### src/rtl/block_port_arbiter16_pkg.sv
// Shared constants for the 16-way block port arbiter.
// Holds FSM state encodings and requester count/index width.
package block_port_arbiter16_pkg;

    localparam int NUM_REQ = 16;
    localparam int IDX_W   = 4;

    localparam logic [1:0] IDLE    = 2'd0;
    localparam logic [1:0] BUSY    = 2'd1;
    localparam logic [1:0] RELEASE = 2'd2;

endpackage

### src/rtl/block_port_arbiter16_rr_priority_pick16.sv
// Combinational round-robin pick: first set req bit at ptr, ptr+1, ... mod 16.
// Ports: req[15:0], ptr[3:0] in; valid, win[3:0] out.
module rr_priority_pick16
    import block_port_arbiter16_pkg::*;
(
    input  logic [NUM_REQ-1:0] req,
    input  logic [IDX_W-1:0]   ptr,
    output logic               valid,
    output logic [IDX_W-1:0]   win
);

    logic [IDX_W-1:0] idx;

    // Scan from the farthest offset down so the nearest hit to ptr wins.
    always_comb begin
        valid = 1'b0;
        win   = '0;
        idx   = '0;
        for (int i = NUM_REQ - 1; i >= 0; i--) begin
            idx = ptr + i[IDX_W-1:0];
            if (req[idx]) begin
                valid = 1'b1;
                win   = idx;
            end
        end
    end

endmodule

### src/rtl/block_port_arbiter16.sv
// Round-robin arbiter/sequencer for the shared 128-bit block port.
// Ports: clk, reset (sync, high), req[15:0], mem_done in;
// grant[15:0], select[3:0], mem_req, ack[15:0], error out.
// Optional watchdog: define ARB_TIMEOUT_EN (limit TIMEOUT_CYCLES).
module block_port_arbiter16
    import block_port_arbiter16_pkg::*;
#(
    parameter int TIMEOUT_CYCLES = 256
) (
    input  logic               clk,
    input  logic               reset,
    input  logic [NUM_REQ-1:0] req,
    output logic [NUM_REQ-1:0] grant,
    output logic [IDX_W-1:0]   select,
    output logic               mem_req,
    input  logic               mem_done,
    output logic [NUM_REQ-1:0] ack,
    output logic               error
);

    logic [1:0]       state;
    logic [IDX_W-1:0] ptr;
    logic             pick_valid;
    logic [IDX_W-1:0] pick_win;
    logic             finish;

    rr_priority_pick16 u_pick (
        .req   (req),
        .ptr   (ptr),
        .valid (pick_valid),
        .win   (pick_win)
    );

`ifdef ARB_TIMEOUT_EN
    localparam int CNT_W = $clog2(TIMEOUT_CYCLES) + 1;
    localparam logic [CNT_W-1:0] CNT_LAST = CNT_W'(TIMEOUT_CYCLES - 1);

    logic [CNT_W-1:0] cnt;
    logic             expire;
    logic             err_q;

    assign expire = (cnt == CNT_LAST);
    assign finish = mem_done || expire;
    assign error  = err_q;

    always_ff @(posedge clk) begin
        if (reset) begin
            cnt   <= '0;
            err_q <= 1'b0;
        end else if (state == BUSY) begin
            cnt <= cnt + 1'b1;
            // A real completion on the expiry cycle is not a timeout.
            if (expire && !mem_done)
                err_q <= 1'b1;
        end else begin
            cnt <= '0;
        end
    end
`else
    assign finish = mem_done;
    // Parameter is only meaningful with the watchdog built in.
    assign error  = 1'b0 & (TIMEOUT_CYCLES == 0);
`endif

    always_ff @(posedge clk) begin
        if (reset) begin
            state   <= IDLE;
            ptr     <= '0;
            grant   <= '0;
            select  <= '0;
            mem_req <= 1'b0;
            ack     <= '0;
        end else begin
            ack <= '0;
            unique case (state)
                IDLE: begin
                    if (pick_valid) begin
                        grant   <= NUM_REQ'(1) << pick_win;
                        select  <= pick_win;
                        mem_req <= 1'b1;
                        state   <= BUSY;
                    end
                end
                BUSY: begin
                    if (finish) begin
                        // grant is still one-hot for the winner here.
                        ack     <= grant;
                        grant   <= '0;
                        mem_req <= 1'b0;
                        ptr     <= select + 1'b1;
                        state   <= RELEASE;
                    end
                end
                RELEASE: state <= IDLE;
                default: state <= IDLE;
            endcase
        end
    end

endmodule

### config.mk
export PLATFORM = sky130hd
export DESIGN_NAME = block_port_arbiter16
export DESIGN_NICKNAME = d
export VERILOG_FILES = /design/src/rtl/block_port_arbiter16_pkg.sv /design/src/rtl/block_port_arbiter16_rr_priority_pick16.sv /design/src/rtl/block_port_arbiter16.sv
export SDC_FILE = /design/constraint.sdc
export NUM_CORES = 1
export LEC_CHECK = 0
export CORE_ASPECT_RATIO = 1.1
export CORE_MARGIN = 1
export CORE_UTILIZATION = 25
export CTS_CLUSTER_SIZE = 40
export DETAILED_ROUTE_END_ITERATION = 12
export PLACE_DENSITY = 0.48
export SLEW_MARGIN = 20
export SYNTH_ARGS = -nofsm -noshare
export SYNTH_HDL_FRONTEND = slang
export SYNTH_SLANG_ARGS = --single-unit
### constraint.sdc
create_clock -name clk -period 4.4 [get_ports clk]
set_input_delay 0.88 -clock clk [delete_from_list [all_inputs] [get_ports clk]]
set_output_delay 0.88 -clock clk [all_outputs]
set_load 0.02 [all_outputs]
==> flow_metrics.py, run 1 <==
metrics = {
    "placed_design": {
        "gp_congestion": 0.916,
        "io_buffers": 55,
        "dp_hpwl_mm": 10.0,
        "placed_cell_area_sq_um": 4600,
        "pre_cts_slack_ps": -78.4,
    },
    "pwr": {
        "p_leak_uw": 0.00171,
        "power.density_nw_per_um2": 353,
        "power_uw": 1680,
        "irDropWorstVdd_mv": 0.159,
    },
    "synthesis": {
        "synth.avg_cell_area_sq_um": 8.97,
        "synth-warning-count": 0,
        "yosysUniqueCellTypes": 73,
        "synth_ff_type": "dfxtp_1",
        "yosysTopAreaCell": "dfxtp_1",
        "synth_area_leaders": "dfxtp_1, mux4_2, mux2i_1",
        "synthArstFlopShare_pct": 0,
        "seq_area_frac_synth_pct": 23.2,
        "syn_inst": 414,
        "synth_edf_count": 0,
        "synth_top_area_share_pct": 23.2,
        "synthesis.area_sq_um": 3710,
        "synth_nets": 441,
        "synthTopCellsByCount": "dfxtp_1, nand2_1, nor2_1",
        "ys_ff_latch": 43,
    },
    "cts": {
        "cts_resized": 0,
        "clk_latency_ps": 280,
        "cts_sinks": 43,
        "cts_tree": "done",
        "holdBufCountCts": 0,
        "htreeDepth": 2,
        "cts_setup_buffers": 0,
        "clock-root-buffer": "clkbuf_16",
        "clk_pin_slew_ps": 60,
        "numCtsBuffers": 5,
        "clock_path_buffers": 2,
    },
    "critical_path": {
        "start_kind": "input port",
        "cp-end-kind": "flip-flop",
        "crit_arrival_ps": 4410,
        "criticalPathCategory": "in2reg",
        "worstPathRequired_ps": 4610,
        "path_max_fanout": 6,
    },
    "timing": {
        "post-route-min-period_ps": 4200,
        "setup_slack_ps": 201,
        "slew-limit-headroom_pct": 50.3,
        "hold_ws_ps": 453,
        "rsz0062_at_grt": "false",
        "drv_slew": 0,
        "final-hold-violation-count": 0,
        "max_freq_ghz": 0.238,
        "finalSetupViolCount": 0,
        "fin_crit_sh_pct": 95.4,
        "final.setup.tns_ps": 0,
        "worst_pin_slew_ps": 742,
        "skew_ps": 5.75,
    },
    "global_route": {
        "grt.overflow.total": 0,
        "grt_max_degree": 28,
        "grt_pass1_wl_mm": 19.6,
        "first_global_vias": 3564,
        "grt_antenna_before_repair": 0,
        "grtUsageTotal_pct": 16.2,
    },
    "cells_and_area": {
        "multi_input_area_sq_um": 2660,
        "final_area_sq_um": 4750,
        "regArea_sq_um": 861,
        "nets": 515,
        "diodes": 0,
        "fill_cells": 1489,
        "final_layout_size_suffix_gt1_share_pct": 15.3,
        "area_growth_pct": 27.8,
    },
    "die": {
        "num_io_pins": 57,
        "initial_core_util_pct": 25.7,
        "die_x_um": 118,
        "die-area_sq_um": 15400,
        "dieHeight_um": 130,
        "fp.coreArea_sq_um": 14400,
        "num_rows": 46,
    },
    "route": {
        "drc": 0,
        "first_pass_iters": 7,
        "drt_iter0_markers": 283,
        "wl_per_cell_um": 18.3,
        "vias_per_cell": 5.41,
        "ant_nets": 0,
        "wirelength_mm": 12.5,
        "vias": 3684,
    },
    "hold_path": {
        "hp-class": "reg2reg",
    },
    "status": {
        "status": "finished clean",
    },
    "job": {
        "cap_violations": 0,
    },
}
[cells by family (layout without fill, tap and decap cells)]
kind of cell | Yosys count | count (layout) | synth area share [%]
and+or+nand+nor | 150 | 150 | 20.8
AOI/OAI and AO/OA | 108 | 108 | 20.8
muxes | 57 | 57 | 23.2
DFF | 43 | 43 | 23.2
buffers and inverters | 30 | 105 | 5.12
xor gates and xnor gates | 17 | 17 | 4.01
adders and majority gates | 8 | 8 | 2.69
other | 1 | 1 | 0.101
[report_power, final]
part | internal [uW] | total, uW | switching [uW]
sequential | 412 | 430 | 18.4
clock | 212 | 369 | 157
combinational | 367 | 877 | 510
total | 991 | 1680 | 685
[metrics by stage]
stage / cells / utilization (%)
global route: 681 / 32.9
global placement: 673 / 31.8
floorplan: 414 / -
CTS: 681 / 32.9
finish: 681 / 32.9
detailed placement: 673 / 31.8
[routing by layer]
| layer | global-route usage, % | part of all wire [%] | routed length, um |
|---|---|---|---|
| met1 | 18.6 | 41 | 5100 |
| met3 | 2.14 | 4.9 | 618 |
| met2 | 30.0 | 50 | 6260 |
| met5 | 0 | 0 | 0 |
| met4 | 7.62 | 4.0 | 504 |
[state kept, by name, indices dropped and copies added (netlist names)]
name,cells
select,4
grant,16
mem_req,1
ack,16
state,2
ptr,4
[cells in the final DEF (no fill, tap or decap), drive strengths merged, types with 4 or more instances in the layout]
cell            n
nor3           12
mux2           12
buf            33
mux2i          25
dfxtp          43
a211oi          6
nand3          10
or2             4
xnor2          12
a22oi           4
ha              8
nor2           27
o21ai          21
o221ai          8
a21oi          16
clkbuf          5
or3             5
xor2            5
mux4           20
a31oi           6
nor4            5
nand2b          8
and2           20
inv             9
o22ai           7
o21a            4
clkdlybuf4s50  55
nand2          43
[worst paths after layout]
kind	slack, ps	end	startpoint	cells after the start
setup / recovery	200	grant[11]	req[3]	9
hold / removal	450	mem_req	mem_req	2
setup reg to reg	380	grant[0]	ptr[1]	11
hold reg to reg	450	mem_req	mem_req	2
[cell type report]
class,instances,share of cell area (%)
multi-input cells,341,56.1
flip-flops and latches,43,18.1
repair buffers,88,16.8
well taps,192,5.06
clock buffers,5,2.64
inverters,9,0.712
clock inverters,3,0.501
[critical path, cell delays in order]
cell and delay (ps):
clkdlybuf4s50_1 490, mux4_1 660, mux4_1 660, nor4_1 680, a211oi_1 160, a31oi_1 390, buf_4 210, nand2_1 100
o21ai_0 170
Power figures use the tool's default switching activity.
==> inputs of run 2 (changes only) <==
--- a/config.mk
+++ b/config.mk
@@ -11,6 +11,7 @@
 export CTS_CLUSTER_SIZE = 40
 export DETAILED_ROUTE_END_ITERATION = 12
 export PLACE_DENSITY = 0.48
+export REMOVE_ABC_BUFFERS = 1
 export SLEW_MARGIN = 20
 export SYNTH_ARGS = -nofsm -noshare
 export SYNTH_HDL_FRONTEND = slang
==> flow_metrics.py, run 2 (synthesis gave the netlist of run 1 again) <==
metrics = {
    "die": {
        "dieHeight_um": 130,
        "die_x_um": 118,
        "initial_core_util_pct": 25.7,
        "num_io_pins": 57,
        "num_rows": 46,
        "fp.coreArea_sq_um": 14400,
        "die-area_sq_um": 15400,
    },
    "cells_and_area": {
        "nets": 515,
        "final_area_sq_um": 4750,
        "reg_top3": "ack: 16 flops, grant: 16 flops",
        "final_common_cell": "clkdlybuf4s50_1",
        "area_growth_pct": 27.9,
        "final_layout_size_suffix_gt1_share_pct": 15.4,
        "stdcell_count": 680,
        "final_cell_mix": "clkdlybuf4s50_1, nand2_1, dfxtp_1",
        "diodes": 0,
    },
    "global_route": {
        "first_global_vias": 3626,
        "grt_pass1_wl_mm": 20.1,
        "grt_max_degree": 28,
        "grt.overflow.total": 0,
        "grt_antenna_before_repair": 0,
        "grtUsageTotal_pct": 17.0,
    },
    "route": {
        "first_pass_iters": 4,
        "vias": 3644,
        "drt_iter0_markers": 232,
        "drc": 0,
        "wl_per_cell_um": 18.7,
        "vias_per_cell": 5.36,
        "ant_nets": 0,
        "wirelength_mm": 12.7,
    },
    "timing": {
        "skew_ps": 5.73,
        "finalSetupViolCount": 0,
        "hold_ws_ps": 451,
        "final-hold-violation-count": 0,
        "fin_crit_sh_pct": 95.0,
        "post-route-min-period_ps": 4180,
        "worst_pin_slew_ps": 779,
        "slew-limit-headroom_pct": 47.7,
        "rsz0062_at_grt": "false",
        "drv_slew": 0,
        "max_freq_ghz": 0.239,
    },
    "pwr": {
        "p_leak_uw": 0.00171,
        "power_uw": 1670,
        "internal_power_uw": 1000,
        "power.density_nw_per_um2": 352,
        "combinationalPowerShare_pct": 52.3,
        "irDropWorstVdd_mv": 0.193,
        "power_frac_seq_pct": 26.0,
        "swShare_pct": 40.0,
        "switching_power_uw": 668,
        "clockPowerShare_pct": 21.7,
    },
    "cts": {
        "holdBufCountCts": 0,
        "clock_path_buffers": 2,
        "htreeDepth": 2,
        "cts_tree": "done",
        "clk_latency_ps": 280,
        "cts_setup_buffers": 0,
        "clock-root-buffer": "clkbuf_16",
        "numCtsBuffers": 5,
        "clk_pin_slew_ps": 60,
        "cts_sinks": 43,
    },
    "critical_path": {
        "worstPathRequired_ps": 4600,
        "cp_cell_sequence": "clkdlybuf4s50_1 -> mux4_1 -> mux4_2 -> or3_1 -> a2111oi_1 -> o22ai_2 -> nand3b_1 -> o21ai_0",
        "path_max_fanout": 7,
        "start_kind": "input port",
        "cp-end-kind": "flip-flop",
        "cpPeakStageDelay_ps": 680,
        "criticalPathCategory": "in2reg",
        "crit_slowest_cell": "mux4_1",
        "crit_arrival_ps": 4380,
    },
    "placed_design": {
        "place_inst": 673,
        "gp_congestion": 0.924,
        "placed_cell_area_sq_um": 4610,
        "dp_hpwl_mm": 10.5,
        "io_buffers": 55,
    },
    "status": {
        "status": "finished clean",
    },
    "hold_path": {
        "hp-class": "reg2reg",
    },
    "job": {
        "cap_violations": 0,
    },
}
run 2: changes by cell type in the layout (fill, tap and decap cells not counted):
cell | before | now
buf_12 | 0 | 1
clkinvlp_4 | 2 | 0
mux4_1 | 7 | 6
inv_6 | 1 | 0
clkbuf_8 | 0 | 1
clkinv_2 | 0 | 1
mux4_2 | 13 | 14
buf_4 | 33 | 32
run 2: power by group through the flow:
stage | registers, uW | clock network, uW | logic [uW]
finish | 434 | 362 | 873
detailed placement | 443 | 0 | 867
global placement | 443 | 0 | 869
floorplan | 471 | 0 | 509
global route | 437 | 388 | 946
CTS | 435 | 373 | 871
run 2: critical path, delay by kind of cell:
| kind | cells | cell delay, ps |
|---|---|---|
| AO/OA/AOI/OAI | 3 | 990 |
| buffers and inverters | 1 | 480 |
| multiplexers | 2 | 1300 |
| AND/OR/NAND/NOR | 2 | 730 |
run 2: through the flow:
step	TNS [ps]	utilization [%]	setup WS, ps
after CTS	0	32.9	83.8
after floorplan	-3520	-	-245
after detailed placement	-1810	31.9	-220
after global routing	0	32.9	62.7
after global placement	-848	31.9	-149
final	0	32.9	220
run 2: cell type report:
type,instances,area (sq um)
clock buffer,6,139
clock inverter,1,5.00
fill,1517,9700
inverter,9,33.8
multi-input combinational,341,2660
sequential,43,861
tap,192,240
timing repair buffer,88,811
run 2: routing by layer:
layer  track usage (%)  routed length, um  part of all wire, %
met5                 0                  0                    0
met4              8.07                523                  4.1
met3              1.84                615                  4.8
met2              31.8               6380                   50
met1              19.4               5210                   41
run 2: timing repair:
action	CTS	global route
endpoints found under the setup margin	0	4
endpoints found under the hold margin	0	0
gates resized for setup	0	1
run 2: path summary, 6_finish.rpt:
path              startpoint   endpoint  slack [ps]  depth (start not counted)
hold reg to reg      mem_req    mem_req         450                          2
hold / removal       mem_req    mem_req         450                          2
setup reg to reg      ptr[2]  grant[10]         410                         12
setup / recovery     req[11]  grant[10]         220                          8
==> inputs of run 3 (changes only) <==
==> constraint.sdc (replaced) <==
create_clock -name clk -period 5.2 [get_ports clk]
set_input_delay 1.04 -clock clk [delete_from_list [all_inputs] [get_ports clk]]
set_output_delay 1.04 -clock clk [all_outputs]
set_load 0.02 [all_outputs]
==> flow_metrics.py, run 3 (synthesis gave the netlist of run 1 again) <==
metrics = {
    "status": {
        "status": "finished clean",
    },
    "pwr": {
        "irDropWorstVdd_mv": 0.110,
        "power_frac_seq_pct": 25.7,
        "internal_power_uw": 869,
        "clockPowerShare_pct": 25.2,
        "switching_power_uw": 556,
        "p_leak_uw": 0.00164,
        "combinationalPowerShare_pct": 49.2,
        "swShare_pct": 39.0,
        "power.density_nw_per_um2": 308,
    },
    "critical_path": {
        "cp-end-kind": "flip-flop",
        "worstPathRequired_ps": 5390,
        "path_max_fanout": 16,
        "start_kind": "flip-flop",
        "criticalPathCategory": "reg2reg",
        "reg2reg_depth": 9,
        "crit_arrival_ps": 4630,
    },
    "global_route": {
        "grtUsageTotal_pct": 16.0,
        "grt_pass1_wl_mm": 19.4,
        "grt.overflow.total": 0,
        "first_global_vias": 3564,
        "grt_antenna_before_repair": 0,
        "grt_max_degree": 36,
    },
    "die": {
        "die-area_sq_um": 15400,
        "dieHeight_um": 130,
        "num_io_pins": 57,
        "fp.coreArea_sq_um": 14400,
        "initial_core_util_pct": 25.7,
        "num_rows": 46,
        "die_x_um": 118,
    },
    "cts": {
        "clk_latency_ps": 280,
        "clock_path_buffers": 2,
        "numCtsBuffers": 5,
        "clock-root-buffer": "clkbuf_16",
        "clk_pin_slew_ps": 70,
        "cts_tree": "done",
        "htreeDepth": 2,
        "cts_setup_buffers": 0,
        "cts_resized": 0,
        "cts_sinks": 43,
        "holdBufCountCts": 0,
    },
    "timing": {
        "rsz0062_at_grt": "false",
        "drv_slew": 0,
        "final.setup.tns_ps": 0,
        "skew_ps": 12.2,
        "final-hold-violation-count": 0,
        "max_freq_ghz": 0.225,
        "post-route-min-period_ps": 4440,
        "finalSetupViolCount": 0,
        "worst_pin_slew_ps": 1070,
        "slew-limit-headroom_pct": 28.3,
        "fin_crit_sh_pct": 85.4,
    },
    "placed_design": {
        "io_buffers": 55,
        "dp_hpwl_mm": 9.55,
        "gp_congestion": 0.949,
    },
    "route": {
        "first_pass_iters": 4,
        "wirelength_mm": 12.0,
        "drc": 0,
        "ant_nets": 0,
        "vias_per_cell": 5.31,
        "drt_iter0_markers": 214,
        "vias": 3518,
        "wl_per_cell_um": 18.1,
    },
    "cells_and_area": {
        "final_common_cell": "clkdlybuf4s50_1",
        "nets": 496,
        "final_cell_mix": "clkdlybuf4s50_1, nand2_1, dfxtp_1",
        "diodes": 0,
        "post-route-util_pct": 32.0,
        "area_growth_pct": 24.6,
        "reg_top3": "ack: 16 flops, grant: 16 flops",
        "final_layout_size_suffix_gt1_share_pct": 11.9,
    },
    "hold_path": {
        "hp-class": "reg2reg",
        "hold_depth": 2,
    },
    "job": {
        "cap_violations": 0,
    },
}
==> run 3: cell types whose count changed in the layout (fill, tap and decap cells not counted) <==
cell / delta
bufinv_16: +1
buf_12: -1
mux4_1: +1
mux4_2: -1
buf_4: -18
==> run 3: metal layers <==
layer,GRT usage (%),wire length (um),up-vias
li1,-,-,1700
met1,18.6,4970,1672
met2,29.4,5990,112
met3,1.70,482,34
met4,7.99,552,0
met5,0,0,-
==> run 3: area by class of cell <==
type / count / area (sq um)
clock buffers: 6 / 139
clock inverters: 2 / 35.0
fillers: 1551 / 9820
inverters: 9 / 33.8
multi-input cells: 341 / 2660
flip-flops and latches: 43 / 861
well taps: 192 / 240
repair buffers: 69 / 656
==> run 3: per-stage QoR <==
stage          hold slack (ps)  std cells  power, uW  cell area [sq um]  setup WS, ps
2_1_floorplan              463        393        829               3560           555
3_3_place_gp               463        654       1070               4450           509
3_5_place_dp               458        654       1070               4450           511
4_1_cts                    467        662       1430               4630           772
5_1_grt                    485        662       1510               4630           535
6_report                   461        662       1430               4630           759
==> run 3: worst max-delay path, cell delays in order (launching register included) <==
cell	delay, ps
dfxtp_1	340
clkinv_1	260
ha_1	760
mux4_2	640
mux4_2	560
nor3_1	580
a311o_2	400
nor3b_4	570
nand2_1	130
o31ai_1	90
==> run 3: final timing paths <==
kind	start	end	slack, ps
hold reg to reg	grant[12]	grant[12]	460
setup / recovery	ptr[0]	grant[2]	760
setup reg to reg	ptr[0]	grant[2]	760
hold / removal	grant[12]	grant[12]	460
==> run 3: power by group through the flow <==
| stage | sequential, uW | clock, uW | combinational (uW) |
|---|---|---|---|
| floorplan | 398 | 0 | 430 |
| global placement | 374 | 0 | 697 |
| CTS | 366 | 366 | 697 |
| global route | 369 | 381 | 757 |
| finish | 366 | 358 | 701 |
| detailed placement | 373 | 0 | 694 |
